$ cat src/rtl/if_stage.sv
// Instruction-fetch stage with IF/ID pipeline register.
// Owns the PC, keeps one instruction-memory request in flight, applies BTB
// predictions and EX redirects, and parks a response in a one-entry skid
// buffer when decode is stalled.
//
// Memory handshake: imem_req_o is held with a stable imem_addr_o until a
// cycle with imem_gnt_i=1 completes it; exactly one request is outstanding;
// its data returns with imem_rvalid_i=1 in some later cycle.
module if_stage #(
  parameter logic [31:0] RESET_PC = 32'h0000_0000,
  parameter logic [31:0] NOP_INST = 32'h0000_0013
) (
  input  logic        clk_i,
  input  logic        rst_i,
  input  logic        enable_i,
  input  logic        reset_i,
  input  logic        br_taken_i,
  input  logic [31:0] br_target_i,
  output logic [31:0] btb_pc_o,
  input  logic        btb_hit_i,
  input  logic [31:0] btb_target_i,
  output logic        imem_req_o,
  output logic [31:0] imem_addr_o,
  input  logic        imem_gnt_i,
  input  logic        imem_rvalid_i,
  input  logic [31:0] imem_rdata_i,
  output logic [31:0] inst_d_o,
  output logic [31:0] pc_d_o,
  output logic [31:0] pc4_d_o,
  output logic        hit_d_o,
  output logic        valid_d_o,
  output logic [1:0]  dbg_state_o
);

  typedef enum logic [1:0] {
    S_REQ  = 2'd0,
    S_WAIT = 2'd1,
    S_FULL = 2'd2
  } state_e;

  state_e      state_q, state_d;
  logic [31:0] pc_q, pc_d;
  logic [31:0] req_pc_q, req_pc_d;
  logic        req_hit_q, req_hit_d;
  logic        drop_q, drop_d;
  logic [31:0] buf_inst_q, buf_inst_d;
  logic [31:0] buf_pc_q, buf_pc_d;
  logic        buf_hit_q, buf_hit_d;
  logic [31:0] id_inst_q, id_inst_d;
  logic [31:0] id_pc_q, id_pc_d;
  logic [31:0] id_pc4_q, id_pc4_d;
  logic        id_hit_q, id_hit_d;
  logic        id_valid_q, id_valid_d;
  logic        rsp_take;  // live response goes straight into IF/ID
  logic        buf_take;  // skid buffer drains into IF/ID

  assign btb_pc_o    = pc_q;
  assign imem_addr_o = pc_q;
  assign dbg_state_o = state_q;
  assign inst_d_o    = id_inst_q;
  assign pc_d_o      = id_pc_q;
  assign pc4_d_o     = id_pc4_q;
  assign hit_d_o     = id_hit_q;
  assign valid_d_o   = id_valid_q;

  // Fetch FSM next state, PC selection, drop tracking and skid-buffer writes.
  always_comb begin
    state_d    = state_q;
    pc_d       = pc_q;
    req_pc_d   = req_pc_q;
    req_hit_d  = req_hit_q;
    drop_d     = drop_q;
    buf_inst_d = buf_inst_q;
    buf_pc_d   = buf_pc_q;
    buf_hit_d  = buf_hit_q;
    rsp_take   = 1'b0;
    buf_take   = 1'b0;
    imem_req_o = 1'b0;
    unique case (state_q)
      S_REQ: begin
        imem_req_o = !rst_i;
        if (imem_gnt_i) begin
          req_pc_d  = pc_q;
          req_hit_d = btb_hit_i;
          state_d   = S_WAIT;
          pc_d      = btb_hit_i ? btb_target_i : pc_q + 32'd4;
          // A redirect in the grant cycle makes this fetch stale.
          if (br_taken_i) drop_d = 1'b1;
        end
      end
      S_WAIT: begin
        if (imem_rvalid_i) begin
          state_d = S_REQ;
          if (drop_q) begin
            drop_d = 1'b0;
          end else if (br_taken_i) begin
            // data belongs to the wrong path; discard it
          end else if (enable_i) begin
            rsp_take = 1'b1;
          end else begin
            buf_inst_d = imem_rdata_i;
            buf_pc_d   = req_pc_q;
            buf_hit_d  = req_hit_q;
            state_d    = S_FULL;
          end
        end else if (br_taken_i) begin
          drop_d = 1'b1;
        end
      end
      S_FULL: begin
        if (br_taken_i) begin
          state_d = S_REQ;
        end else if (enable_i) begin
          buf_take = 1'b1;
          state_d  = S_REQ;
        end
      end
      default: state_d = S_REQ;
    endcase
    // An EX redirect overrides both the BTB and the sequential PC.
    if (br_taken_i) pc_d = br_target_i;
  end

  // IF/ID next value: hold when stalled, otherwise bubble unless a real instruction is ready.
  always_comb begin
    id_inst_d  = id_inst_q;
    id_pc_d    = id_pc_q;
    id_pc4_d   = id_pc4_q;
    id_hit_d   = id_hit_q;
    id_valid_d = id_valid_q;
    if (enable_i) begin
      id_inst_d  = NOP_INST;
      id_pc_d    = 32'd0;
      id_pc4_d   = 32'd0;
      id_hit_d   = 1'b0;
      id_valid_d = 1'b0;
      if (!reset_i && !br_taken_i) begin
        if (rsp_take) begin
          id_inst_d  = imem_rdata_i;
          id_pc_d    = req_pc_q;
          id_pc4_d   = req_pc_q + 32'd4;
          id_hit_d   = req_hit_q;
          id_valid_d = 1'b1;
        end else if (buf_take) begin
          id_inst_d  = buf_inst_q;
          id_pc_d    = buf_pc_q;
          id_pc4_d   = buf_pc_q + 32'd4;
          id_hit_d   = buf_hit_q;
          id_valid_d = 1'b1;
        end
      end
    end
  end

  // State, PC, request bookkeeping, skid buffer and IF/ID registers.
  always_ff @(posedge clk_i or posedge rst_i) begin
    if (rst_i) begin
      state_q    <= S_REQ;
      pc_q       <= RESET_PC;
      req_pc_q   <= 32'd0;
      req_hit_q  <= 1'b0;
      drop_q     <= 1'b0;
      buf_inst_q <= 32'd0;
      buf_pc_q   <= 32'd0;
      buf_hit_q  <= 1'b0;
      id_inst_q  <= NOP_INST;
      id_pc_q    <= 32'd0;
      id_pc4_q   <= 32'd0;
      id_hit_q   <= 1'b0;
      id_valid_q <= 1'b0;
    end else begin
      state_q    <= state_d;
      pc_q       <= pc_d;
      req_pc_q   <= req_pc_d;
      req_hit_q  <= req_hit_d;
      drop_q     <= drop_d;
      buf_inst_q <= buf_inst_d;
      buf_pc_q   <= buf_pc_d;
      buf_hit_q  <= buf_hit_d;
      id_inst_q  <= id_inst_d;
      id_pc_q    <= id_pc_d;
      id_pc4_q   <= id_pc4_d;
      id_hit_q   <= id_hit_d;
      id_valid_q <= id_valid_d;
    end
  end

endmodule

$ cat config.mk
export PLATFORM = sky130hd
export DESIGN_NAME = if_stage
export DESIGN_NICKNAME = d
export VERILOG_FILES = /design/src/rtl/if_stage.sv
export SDC_FILE = /design/constraint.sdc
export NUM_CORES = 1
export LEC_CHECK = 0
export BUFFER_PORTS_ARGS = -buffer_cell sky130_fd_sc_hd__buf_2
export CORE_ASPECT_RATIO = 1.75
export CORE_MARGIN = 2
export CORE_UTILIZATION = 49
export CTS_BUF_LIST = sky130_fd_sc_hd__clkbuf_8 sky130_fd_sc_hd__clkbuf_16
export DETAILED_ROUTE_END_ITERATION = 7
export GPL_TIMING_DRIVEN = 0
export PLACE_DENSITY_LB_ADDON = 0.05
export SLEW_MARGIN = 20
export SYNTH_ARGS = -nofsm -noshare
export SYNTH_HDL_FRONTEND = slang
export SYNTH_SLANG_ARGS = --single-unit
$ cat constraint.sdc
create_clock -name clk_i -period 7.1 [get_ports clk_i]
set_input_delay 1.065 -clock clk_i [delete_from_list [all_inputs] [get_ports clk_i]]
set_output_delay 1.065 -clock clk_i [all_outputs]
set_load 0.005 [all_outputs]
==> results.rst, run 1 <==
.. list-table::
   :header-rows: 1

   * - Metric
     - Value
   * - Stage delay of the slowest cell on the critical path
     - 0.70 ns
   * - Area enclosed by the die boundary
     - 25200 um2
   * - Unique cell type count in the Yosys netlist
     - 65
   * - Hold WC Path Type
     - reg2reg
   * - Number of levels the H-tree was split into
     - 1
   * - Mean instance size in the synthesized netlist
     - 10.1 um2
   * - Number of buffers inserted by port buffering
     - 267
   * - Die Span Y
     - 208 um
   * - Number of vias after detailed routing
     - 10100
   * - Primary FF master, synth
     - sky130_fd_sc_hd__dfrtp_1
   * - Clock tree sinks
     - 229
   * - Total routing usage reported by global routing
     - 28.5%
   * - Top cell by count, worst path
     - sky130_fd_sc_hd__buf_2
   * - Worst Max-Slew Pin Slew
     - 1.02 ns
   * - Number of maximum-capacitance constraint violations
     - 0
   * - Critical path, cell by cell
     - buf_2 > nand4bb_1 > nor3_1 > buf_2 > buf_4 > a22oi_1 > o2bb2ai_1
   * - Portion of total power attributed to the clock network
     - 30.8%
   * - Inserted Clock Buffers
     - 22
   * - Crit path capture type
     - flip-flop
   * - Net switching power of the design
     - 1120 uW
   * - Startpoint of the lowest-slack register-to-register path
     - dbg_state_o[1]
   * - Number of gates resized after cts
     - 0
   * - Clock latency of the later-clocked register in the worst-skew pair
     - 0.53 ns
   * - Number of buffers added for setup after CTS
     - 0
   * - Sort of element at the start of the critical path
     - primary input
   * - Storage element area
     - 5730 um2
   * - Count of yosys warnings during synthesis
     - 0
   * - Wire length of the first global-routing pass
     - 56400 um
   * - Horiz. Die Dim
     - 121 um
   * - Startpoint of the lowest-slack hold path
     - inst_d_o[14]
   * - Reg clk slew, reported paths
     - 0.06 ns
   * - ANT cells
     - 0
   * - Congestion Overflow GR
     - 0
   * - Leakage
     - 0.00659 uW
   * - Beginning of the critical path
     - imem_rvalid_i
   * - Crit Path Max Fanout
     - 10
   * - Estimated wirelength of the detail-placed design
     - 27300 um
   * - RSZ-0062 raised after global routing
     - no
   * - Peak supply drop
     - 177 uV
   * - Synth Register Bits
     - 229
   * - Data required time of the critical path
     - 7.55 ns
   * - Initial standard-cell utilization of the core
     - 50.0%
   * - Number of antenna violations at the first check in global routing
     - 0
   * - Shortest clock period the worst path allows after layout
     - 2.71 ns
   * - Vias per std cell
     - 5.67
   * - Portion of total power attributed to combinational logic
     - 19.3%
   * - TritonRoute pass-1 iters
     - 6
   * - Clock tree from TritonCTS
     - yes
   * - Setup TNS after final layout
     - 0 ns
   * - Syn Inst Count
     - 1159
   * - Routability cong.
     - 0.919
   * - Detailed-route wire length
     - 36000 um
   * - Clock Tree Buf Depth
     - 3
   * - Part of the power in registers
     - 50.0%
   * - Post-CTS Hold Fix Bufs
     - 0
   * - Area of the multi-input gates
     - 5250 um2
   * - Post-route antenna net violation count
     - 0
   * - Outcome
     - finished clean
   * - Post-synth EDFFs
     - 0
   * - Headroom to the max-slew limit
     - 32.0%
   * - Cell-internal power
     - 2450 uW
   * - Row Count
     - 74
   * - Most common cell after layout, fill and taps aside
     - sky130_fd_sc_hd__buf_2
   * - WP data arrival
     - 3.16 ns
   * - Final Net Count
     - 1565
   * - Number of global-route vias before repair
     - 10100
   * - First DRT Iteration DRCs
     - 580
   * - Switching Share
     - 31.4%
   * - Wirelength per Cell
     - 20.3 um
   * - Endpoints failing setup
     - 0
   * - Slowest cell on crit path
     - sky130_fd_sc_hd__nor3_1
   * - Part of the cycle the worst path needs
     - 38.1%
   * - Top Ports
     - 269
   * - Number of DRC violations after detailed routing
     - 0
   * - Final Hold Slack
     - 0.478 ns
   * - Number of fill cells
     - 2075
   * - Most used cells in the layout excluding fill and tap cells
     - sky130_fd_sc_hd__buf_2 (285), sky130_fd_sc_hd__dfrtp_1 (226), sky130_fd_sc_hd__nand2_1 (154), sky130_fd_sc_hd__o2bb2ai_1 (69), sky130_fd_sc_hd__a22oi_1 (66)
   * - Pwr Density
     - 251 nW/um2
   * - Post-synthesis cell area
     - 11700 um2
   * - Post-synthesis sequential area ratio
     - 49.0%
   * - Max Freq
     - 0.369 GHz
   * - Setup CP Type
     - in2reg
   * - Synthesis-to-finish area growth
     - 21.8%
   * - Floorplan Core Area
     - 23400 um2
   * - Async SR Flop Fraction
     - 100%
   * - Clock Skew
     - 0.0185 ns
   * - Buffer cell driving the clock tree root
     - sky130_fd_sc_hd__clkbuf_16
   * - Final Hold Viols
     - 0
   * - Slew Limit Fails
     - 0
   * - Fraction of layout cells with a size suffix above 1
     - 31.2%
   * - Maximum number of pins on one net before global-route repair
     - 34
   * - Synthesized netlist net count
     - 1266
-- cell families (layout without fill, tap and decap cells) --
group	after synthesis	count (layout)	synth area share, %
simple gates	354	354	15.4
fa+ha+maj	3	3	0.321
flops	229	229	49.0
buf+inv	144	459	6.20
mux	67	67	6.36
compound gates	294	294	17.7
xor+xnor	68	68	5.09
-- power groups by stage --
stage | registers (uW) | clock network [uW] | logic, uW
after detailed placement | 1800 | 0 | 691
after global routing | 1820 | 1160 | 771
after global placement | 1800 | 0 | 666
after CTS | 1780 | 1120 | 695
after floorplan | 1730 | 0 | 485
final | 1790 | 1100 | 690
-- synth_stat cells (all sizes together), types with 4 or more instances --
cell type	count	area (um2)
dfrtp	226	5660
nand2	154	578
o2bb2ai	69	604
buf	67	432
a22oi	66	495
mux2	59	664
nand3	58	318
o21ai	57	285
clkbuf	54	208
a21oi	50	250
nor2	38	145
xor2	35	307
xnor2	33	289
nand4	29	215
inv	23	86.3
nor3	20	115
nor4	13	103
o221ai	12	111
a221o	11	110
and3	11	70.1
and4	10	92.6
mux2i	8	80.1
o22ai	8	50.1
a31oi	4	25.0
and2	4	25.0
o21a	4	30.0
or3	4	25.0
-- metrics by stage --
step                total power (uW)  setup WS, ns  area [um2]  util, %  std cells
floorplan                       2210          3.04       11700        -       1159
global placement                2460          1.52       13400     57.3       1730
detailed placement              2490          3.87       13600     58.1       1738
CTS                             3600          4.41       14300     60.8       1778
global route                    3750          4.27       14300     60.8       1778
finish                          3580          4.39       14300     60.8       1778
-- registers in the layout (all words and copies together), names as in the netlist, 2 cells and up --
signal       flops
req_pc_q        32
buf_inst_q      32
buf_pc_q        32
inst_d_o        32
btb_pc_o        32
pc_d_o          32
pc4_d_o         30
dbg_state_o      2
-- worst max-delay path: cells and delay by family --
kind,cells,cell delay [ns]
buffers and inverters,3,0.80
and+or+nand+nor,2,0.95
AOI/OAI and AO/OA,2,0.34
-- final timing paths --
| check | to | slack (ns) | depth (start not counted) |
|---|---|---|---|
| setup / recovery | pc_d_o[18] | 4.39 | 7 |
| hold / removal | inst_d_o[14] | 0.48 | 1 |
| setup reg to reg | pc_d_o[18] | 4.46 | 6 |
| hold reg to reg | inst_d_o[14] | 0.48 | 1 |
| max in group asynchronous | inst_d_o[1] | 5.79 | 4 |
| min in group asynchronous | dbg_state_o[0] | 0.52 | 2 |
-- area by class of cell --
| type | instances | area share [%] |
|---|---|---|
| plain buffers | 121 | 4.49 |
| multi-input cells | 786 | 36.8 |
| well taps | 304 | 2.67 |
| clock inverters | 17 | 0.536 |
| clock buffers | 23 | 4.04 |
| flip-flops and latches | 229 | 40.2 |
| repair buffers | 275 | 10.6 |
| inverters | 23 | 0.632 |
-- metal layers --
metal	vias to the layer above	wire length, um	GRT usage (%)
li1	4802	-	-
met1	4870	13800	33.5
met2	340	19100	52.3
met3	61	1930	3.59
met4	0	1170	9.78
met5	-	0	0
No activity file was read; power rests on OpenSTA's default activity.
==> inputs of run 2 (changes only) <==
Settings changed: ABC_AREA from default to 1, CORE_UTILIZATION 49 to 55.
Clock period 7.1 ns to 2.75 ns, I/O delays scaled along.
==> run 2 against run 1 <==
- core utilization grew 6.3 points
- critical path depth grew 3
- worst setup slack lost 4.1 ns
- sequential share of layout area shrank 2.5 points
- largest power group unchanged
- combinational power grew to 3.1 times the previous value
- routed wire length grew 31%
- final cell count grew 32%
- via count grew 30%
==> results.rst, run 2 <==
.. list-table::
   :header-rows: 1

   * - Metric
     - Value
   * - Worst Max-Slew Pin Slew
     - 1.04 ns
   * - Mean instance size in the synthesized netlist
     - 7.32 um2
   * - Vias per std cell
     - 5.61
   * - Synthesized netlist net count
     - 1831
   * - Area enclosed by the die boundary
     - 24200 um2
   * - Floorplan Core Area
     - 22700 um2
   * - Most common cell after layout, fill and taps aside
     - sky130_fd_sc_hd__nand2_1
   * - Clock tree from TritonCTS
     - yes
   * - Syn Inst Count
     - 1724
   * - Inserted Clock Buffers
     - 22
   * - Final Hold Slack
     - 0.0893 ns
   * - Share of cell area taken by muxes after synthesis
     - 2.86%
   * - Routability cong.
     - 1.03
   * - Worst slack at placement
     - 0.185 ns
   * - Post-synthesis sequential area ratio
     - 45.4%
   * - Detailed-route wire length
     - 47200 um
   * - Share of the synthesized netlist area taken by xor and xnor gates
     - 1.04%
   * - Worst R2R Setup Slack
     - 0.27 ns
   * - Crit path capture type
     - flip-flop
   * - Most used cells in the layout excluding fill and tap cells
     - sky130_fd_sc_hd__nand2_1 (520), sky130_fd_sc_hd__buf_2 (288), sky130_fd_sc_hd__nor2_1 (231), sky130_fd_sc_hd__dfrtp_1 (226), sky130_fd_sc_hd__o21ai_0 (175)
   * - Wirelength per Cell
     - 20.2 um
   * - Final Hold Viols
     - 0
   * - Startpoint of the lowest-slack register-to-register path
     - req_pc_q[2]
   * - Placed insts
     - 2299
   * - Number of DRC violations after detailed routing
     - 0
   * - Post-synthesis cell area
     - 12600 um2
   * - Sum of internal, switching and leakage power
     - 10200 uW
   * - Most common cell in the netlist
     - sky130_fd_sc_hd__nand2_1
   * - Clock Tree Buf Depth
     - 3
   * - Number of buffers inserted by port buffering
     - 268
   * - Initial standard-cell utilization of the core
     - 55.7%
   * - Maximum number of pins on one net before global-route repair
     - 36
   * - Horiz. Die Dim
     - 119 um
   * - Cell class contributing the biggest share of worst-path delay
     - simple AND/OR/NAND/NOR gates
   * - Worst Hold Endpoint
     - btb_pc_o[2]
   * - Number of global-route vias before repair
     - 13000
   * - Critical path, cell by cell
     - ha_1 > nand3_1 > nor2_1 > nand2_1 > inv_1 > nand3_1 > nand2_1 > nand2_1 > nand3_1 > nand2_1
   * - Worst Setup Slack, final
     - 0.270 ns
   * - Largest cells by area after synthesis
     - sky130_fd_sc_hd__dfrtp_1 (45%), sky130_fd_sc_hd__nand2_1 (15%), sky130_fd_sc_hd__o21ai_0 (6.9%), sky130_fd_sc_hd__nor2_1 (6.9%), sky130_fd_sc_hd__nand3_1 (5.4%)
   * - Adder-cell area share of the yosys netlist
     - 0.297%
   * - Number of antenna violations at the first check in global routing
     - 0
   * - Number of levels the H-tree was split into
     - 1
   * - Wire length of the first global-routing pass
     - 71700 um
   * - Simple-gate share of the synthesized area
     - 29.1%
   * - Post-synthesis cell type with the largest combined area
     - sky130_fd_sc_hd__dfrtp_1
   * - Final Net Count
     - 2131
   * - Slew Limit Fails
     - 0
   * - Sort of element at the start of the critical path
     - flip-flop
   * - Synth Register Bits
     - 229
   * - Leakage
     - 0.00762 uW
   * - ANT cells
     - 0
   * - Synthesis-to-finish area growth
     - 20.5%
   * - WP data arrival
     - 2.90 ns
   * - Number of buffers added for setup after CTS
     - 0
   * - Post-CTS Hold Fix Bufs
     - 1
   * - Stage delay of the slowest cell on the critical path
     - 0.50 ns
   * - Top-area cell type share of the netlist area
     - 44.8%
   * - Peak supply drop
     - 522 uV
   * - Worst r2r path cells
     - 10
   * - Shortest clock period the worst path allows after layout
     - 2.48 ns
   * - Clock Skew
     - 0.0208 ns
   * - Startpoint of the lowest-slack hold path
     - br_target_i[2]
   * - TritonRoute pass-1 iters
     - 6
   * - Primary FF master, synth
     - sky130_fd_sc_hd__dfrtp_1
   * - Top cell by count, worst path
     - sky130_fd_sc_hd__nand2_1
   * - Congestion Overflow GR
     - 0
   * - Buffer cell driving the clock tree root
     - sky130_fd_sc_hd__clkbuf_16
   * - Clock latency of the later-clocked register in the worst-skew pair
     - 0.54 ns
   * - Estimated wirelength of the detail-placed design
     - 36800 um
   * - Reg clk slew, reported paths
     - 0.07 ns
   * - Post-route non-filler standard cell count
     - 2340
   * - Most frequent cells after synthesis
     - sky130_fd_sc_hd__nand2_1 (520), sky130_fd_sc_hd__nor2_1 (231), sky130_fd_sc_hd__dfrtp_1 (226)
   * - Part of the cycle the worst path needs
     - 90.2%
   * - Number of maximum-capacitance constraint violations
     - 0
   * - Reg-to-Reg End
     - pc4_d_o[26]
   * - Fraction of layout cells with a size suffix above 1
     - 20.3%
   * - Unique cell type count in the Yosys netlist
     - 35
   * - Async SR Flop Fraction
     - 100%
   * - Max Freq
     - 0.403 GHz
   * - Slowest cell on crit path
     - sky130_fd_sc_hd__nor2_1
   * - Total routing usage reported by global routing
     - 38.8%
   * - First DRT Iteration DRCs
     - 915
   * - Row Count
     - 73
   * - Post-synth EDFFs
     - 0
   * - Buffers & Inverters on Critical Path
     - 1
   * - Headroom to the max-slew limit
     - 30.5%
   * - Outcome
     - finished clean
   * - Data required time of the critical path
     - 3.16 ns
   * - Top Ports
     - 269
   * - Hold WC Path Type
     - in2reg
   * - Clock tree sinks
     - 229
   * - Synthesized-area fraction occupied by ao, oa, aoi and oai cells
     - 12.4%
   * - RSZ-0062 raised after global routing
     - no
   * - Number of vias after detailed routing
     - 13100
   * - Post-route antenna net violation count
     - 0
   * - Placed Area
     - 14500 um2
   * - Number of gates resized after cts
     - 0
   * - Pwr Density
     - 668 nW/um2
   * - Count of yosys warnings during synthesis
     - 0
   * - Endpoints failing setup
     - 0
   * - Cell count along the critical path
     - 10
   * - Setup CP Type
     - reg2reg
   * - Combinational family with the most area after synthesis
     - simple AND/OR/NAND/NOR gates
   * - Crit Path Max Fanout
     - 5
   * - Die Span Y
     - 204 um
   * - Hold-critical path depth
     - 3
   * - Final std cell area, no fill
     - 15200 um2
## run 2: changes by cell type in the layout (fill, tap and decap cells not counted), moves of 27 or more
cell / delta
sky130_fd_sc_hd__a22oi_1: -29
sky130_fd_sc_hd__inv_1: +114
sky130_fd_sc_hd__mux2_2: -27
sky130_fd_sc_hd__nand2_1: +366
sky130_fd_sc_hd__nand3_1: +81
sky130_fd_sc_hd__nor2_1: +194
sky130_fd_sc_hd__o21ai_0: +129
sky130_fd_sc_hd__o2bb2ai_1: -69
sky130_fd_sc_hd__xnor2_1: -33
## run 2: worst max path at each step
stage | startpoint | endpoint
final | req_pc_q[2] | pc4_d_o[26]
after global routing | req_pc_q[2] | pc4_d_o[26]
after CTS | req_pc_q[2] | pc4_d_o[26]
after detailed placement | br_taken_i | pc_d_o[11]
after global placement | rst_i | buf_inst_q[31]
after floorplan | rst_i | btb_pc_o[0]
## run 2: worst register-to-register path, delay by kind of cell, from the launching register on
kind | cells | cell delay (ns)
fa+ha+maj | 1 | 0.30
buf+inv | 1 | 0.22
flops | 1 | 0.47
simple gates | 8 | 1.38
## run 2: area by class of cell
cell class,instances,area (um2)
sequential,229,5730
tap,300,375
inverter,141,533
clock inverter,17,155
fill,2046,7440
timing repair buffer,276,1490
buffer,110,593
clock buffer,23,564
multi-input combinational,1244,5760
## run 2: kinds of logic (layout without fill, tap and decap cells)
| kind of cell | count (synthesis) | in the layout |
|---|---|---|
| muxes | 32 | 32 |
| AOI/OAI and AO/OA | 279 | 279 |
| DFF | 229 | 229 |
| adders and majority gates | 3 | 3 |
| xor gates and xnor gates | 15 | 15 |
| and+or+nand+nor | 915 | 915 |
| buffers and inverters | 251 | 567 |
## run 2: metrics by stage
stage / TNS (ns) / util (%)
after floorplan: -147.81 / -
after global placement: -449.73 / 63.3
after detailed placement: 0 / 63.9
after CTS: 0 / 67.1
after global routing: 0 / 67.1
final: 0 / 67.1
## run 2: layer usage
layer	share of wire [%]	routed length, um	global-route usage [%]	vias to the layer above
met5	0	0	0	-
met4	9.2	4320	31.4	0
met3	6.2	2930	5.61	191
met2	52	24600	71.6	636
met1	33	15400	38.1	6140
li1	-	-	-	6155
## run 2: where the power goes
part / switching (uW) / total (uW) / leakage, uW / internal [uW]
combinational: 1280 / 2160 / 0.00425 / 884
clock: 1380 / 3080 / 0.000376 / 1700
sequential: 849 / 4920 / 0.00299 / 4070
==> inputs of run 3 (changes only) <==
Settings changed: CELL_PAD_IN_SITES_DETAIL_PLACEMENT from default to 0, CELL_PAD_IN_SITES_GLOBAL_PLACEMENT from default to 1, CORE_MARGIN 2 to default, CORE_UTILIZATION 55 to 40.
==> run 3 against run 2 <==
- cell area grew 1.8%
- global-route usage is 7.3 points lower
- clock skew down 0.0061 ns
- core utilization fell by 17 points
- worst hold slack worse by 0.0029 ns
- critical path depth fell by 1
- critical endpoint is now btb_pc_o[15]
- die area increased by 33%
- via count is 2.7% lower
- largest power group unchanged
- final cell count increased by 4.1%
- highest routed layer unchanged
- combinational power about the same
- clock power rose by 15%
- worst setup slack better by 0.12 ns
- critical path type unchanged
==> results.rst, run 3 (synthesized netlist as in run 2, its figures left out) <==
.. list-table::
   :header-rows: 1

   * - Metric
     - Value
   * - Shortest clock period the worst path allows after layout
     - 2.36 ns
   * - Hold WC Path Type
     - in2reg
   * - Final Net Count
     - 2134
   * - TritonRoute pass-1 iters
     - 5
   * - Pwr Density
     - 686 nW/um2
   * - Maximum number of pins on one net before global-route repair
     - 35
   * - WP data arrival
     - 2.83 ns
   * - Row Count
     - 85
   * - RSZ-0062 raised after global routing
     - no
   * - Number of maximum-capacitance constraint violations
     - 0
   * - Met1 layer usage reported by global route
     - 30.8%
   * - Top Ports
     - 269
   * - Horiz. Die Dim
     - 136 um
   * - Number of global-route vias before repair
     - 12700
   * - Data required time of the critical path
     - 3.22 ns
   * - Area enclosed by the die boundary
     - 32300 um2
   * - Buffer cell driving the clock tree root
     - sky130_fd_sc_hd__clkbuf_16
   * - Detailed-route wire length
     - 49800 um
   * - Number of antenna violations at the first check in global routing
     - 0
   * - Clock tree sinks
     - 229
   * - Hold-critical path depth
     - 3
   * - Most used cells in the layout excluding fill and tap cells
     - sky130_fd_sc_hd__nand2_1 (520), sky130_fd_sc_hd__buf_2 (288), sky130_fd_sc_hd__nor2_1 (231), sky130_fd_sc_hd__dfrtp_1 (226), sky130_fd_sc_hd__o21ai_0 (175)
   * - Endpoints failing setup
     - 0
   * - Worst r2r path cells
     - 9
   * - Reg clk slew, reported paths
     - 0.07 ns
   * - Clock Skew
     - 0.0147 ns
   * - Most common cell after layout, fill and taps aside
     - sky130_fd_sc_hd__nand2_1
   * - Estimated wirelength of the detail-placed design
     - 39900 um
   * - Number of vias after detailed routing
     - 12800
   * - Clock latency of the later-clocked register in the worst-skew pair
     - 0.54 ns
   * - Number of buffers inserted by port buffering
     - 268
   * - Inserted Clock Buffers
     - 24
   * - Final Hold Viols
     - 0
   * - Die Span Y
     - 237 um
   * - Number of levels the H-tree was split into
     - 1
   * - Vias per std cell
     - 5.24
   * - Fraction of layout cells with a size suffix above 1
     - 20.7%
   * - ANT cells
     - 0
   * - Number of buffers added for setup after CTS
     - 0
   * - Headroom to the max-slew limit
     - 26.4%
   * - Peak supply drop
     - 442 uV
   * - Sort of element at the start of the critical path
     - flip-flop
   * - Worst Hold Endpoint
     - btb_pc_o[21]
   * - Clock tree from TritonCTS
     - yes
   * - Crit Path Max Fanout
     - 10
   * - Setup CP Type
     - reg2reg
   * - Initial standard-cell utilization of the core
     - 40.8%
   * - Congestion Overflow GR
     - 0
   * - Final Core Density
     - 50.0%
   * - Wire length of the first global-routing pass
     - 74800 um
   * - Worst R2R Setup Slack
     - 0.39 ns
   * - Floorplan Core Area
     - 30900 um2
   * - Outcome
     - finished clean
   * - Clock Tree Buf Depth
     - 3
   * - Total routing usage reported by global routing
     - 31.5%
   * - Worst Max-Slew Pin Slew
     - 1.10 ns
   * - Slew Limit Fails
     - 0
   * - Routability cong.
     - 0.929
   * - Sum of internal, switching and leakage power
     - 10600 uW
   * - Part of the cycle the worst path needs
     - 85.8%
   * - GR Layer Usage met3
     - 3.10%
   * - Number of DRC violations after detailed routing
     - 0
   * - Busiest grt layer
     - met2
   * - Crit path capture type
     - flip-flop
   * - First DRT Iteration DRCs
     - 675
   * - Reg-to-Reg End
     - btb_pc_o[15]
   * - Startpoint of the lowest-slack hold path
     - br_target_i[21]
   * - Max Freq
     - 0.424 GHz
   * - Met2 usage
     - 59.6%
   * - Startpoint of the lowest-slack register-to-register path
     - dbg_state_o[0]
   * - Leakage
     - 0.00769 uW
   * - Post-route antenna net violation count
     - 0
   * - Synthesis-to-finish area growth
     - 22.7%
   * - Wirelength per Cell
     - 20.5 um
run 3: cell count changes in the layout (fill, tap and decap cells not counted):
| cell | before | now |
|---|---|---|
| sky130_fd_sc_hd__inv_1 | 142 | 138 |
| sky130_fd_sc_hd__buf_16 | 0 | 1 |
| sky130_fd_sc_hd__clkinv_8 | 1 | 0 |
| sky130_fd_sc_hd__bufinv_16 | 2 | 3 |
| sky130_fd_sc_hd__inv_8 | 1 | 0 |
| sky130_fd_sc_hd__clkinvlp_4 | 2 | 3 |
| sky130_fd_sc_hd__clkbuf_8 | 1 | 5 |
| sky130_fd_sc_hd__clkbuf_16 | 22 | 25 |
| sky130_fd_sc_hd__clkinv_4 | 1 | 2 |
run 3: where the power goes:
group	switching, uW	total (uW)	internal (uW)
logic	1270	2160	887
clock network	1460	3530	2080
registers	853	4930	4070
run 3: how the worst max path moves through the flow:
stage                    from  slack, ns        endpoint
6_report       dbg_state_o[0]       0.39    btb_pc_o[15]
5_1_grt        dbg_state_o[0]       0.18    btb_pc_o[15]
4_1_cts        dbg_state_o[0]       0.35    btb_pc_o[15]
3_5_place_dp       br_taken_i       0.05      pc_d_o[11]
3_3_place_gp            rst_i      -2.22  buf_inst_q[29]
2_1_floorplan           rst_i      -0.65     btb_pc_o[0]
run 3: worst max-delay path, cell delays in order (launching register included):
cell and delay, ns:
sky130_fd_sc_hd__dfrtp_1 0.43, sky130_fd_sc_hd__nor2_1 0.12, sky130_fd_sc_hd__nand2_1 0.07, sky130_fd_sc_hd__buf_2 0.20
sky130_fd_sc_hd__nor2_1 0.56, sky130_fd_sc_hd__inv_1 0.28, sky130_fd_sc_hd__buf_2 0.31, sky130_fd_sc_hd__nor2_1 0.14
sky130_fd_sc_hd__o21ai_0 0.10, sky130_fd_sc_hd__nand2_1 0.09
run 3: cell type report:
cell class                      count  area [um2]
Fill cell                        3213       15500
Multi-Input combinational cell   1244        5760
Sequential cell                   229        5730
Timing Repair Buffer              277        1520
Clock buffer                       30         694
Buffer                            110         593
Inverter                          141         533
Tap cell                          391         489
Clock inverter                     14         159
run 3: per-stage QoR:
step | setup TNS (ns) | instance area (um2) | instances | worst slack [ns] | hold slack [ns]
6_report | 0 | 15500 | 2436 | 0.390 | 0.0864
5_1_grt | 0 | 15500 | 2436 | 0.182 | 0.0936
4_1_cts | 0 | 15500 | 2436 | 0.348 | 0.0660
3_5_place_dp | 0 | 14600 | 2391 | 0.0491 | 0.461
3_3_place_gp | -498.56 | 14500 | 2383 | -2.22 | 0.460
2_1_floorplan | -147.81 | 12600 | 1724 | -0.654 | 0.448
run 3: routing by layer:
| layer | routed length (um) | share of wire (%) |
|---|---|---|
| met1 | 16700 | 34 |
| met2 | 26800 | 54 |
| met3 | 2330 | 4.7 |
| met4 | 3990 | 8.0 |
| met5 | 0 | 0 |
run 3: what timing repair did:
item / in CTS / in global routing
gates resized for setup: 0 / 0
hold endpoints to repair: 15 / 0
hold buffers: 1 / 0
endpoints found under the setup margin: 0 / 0
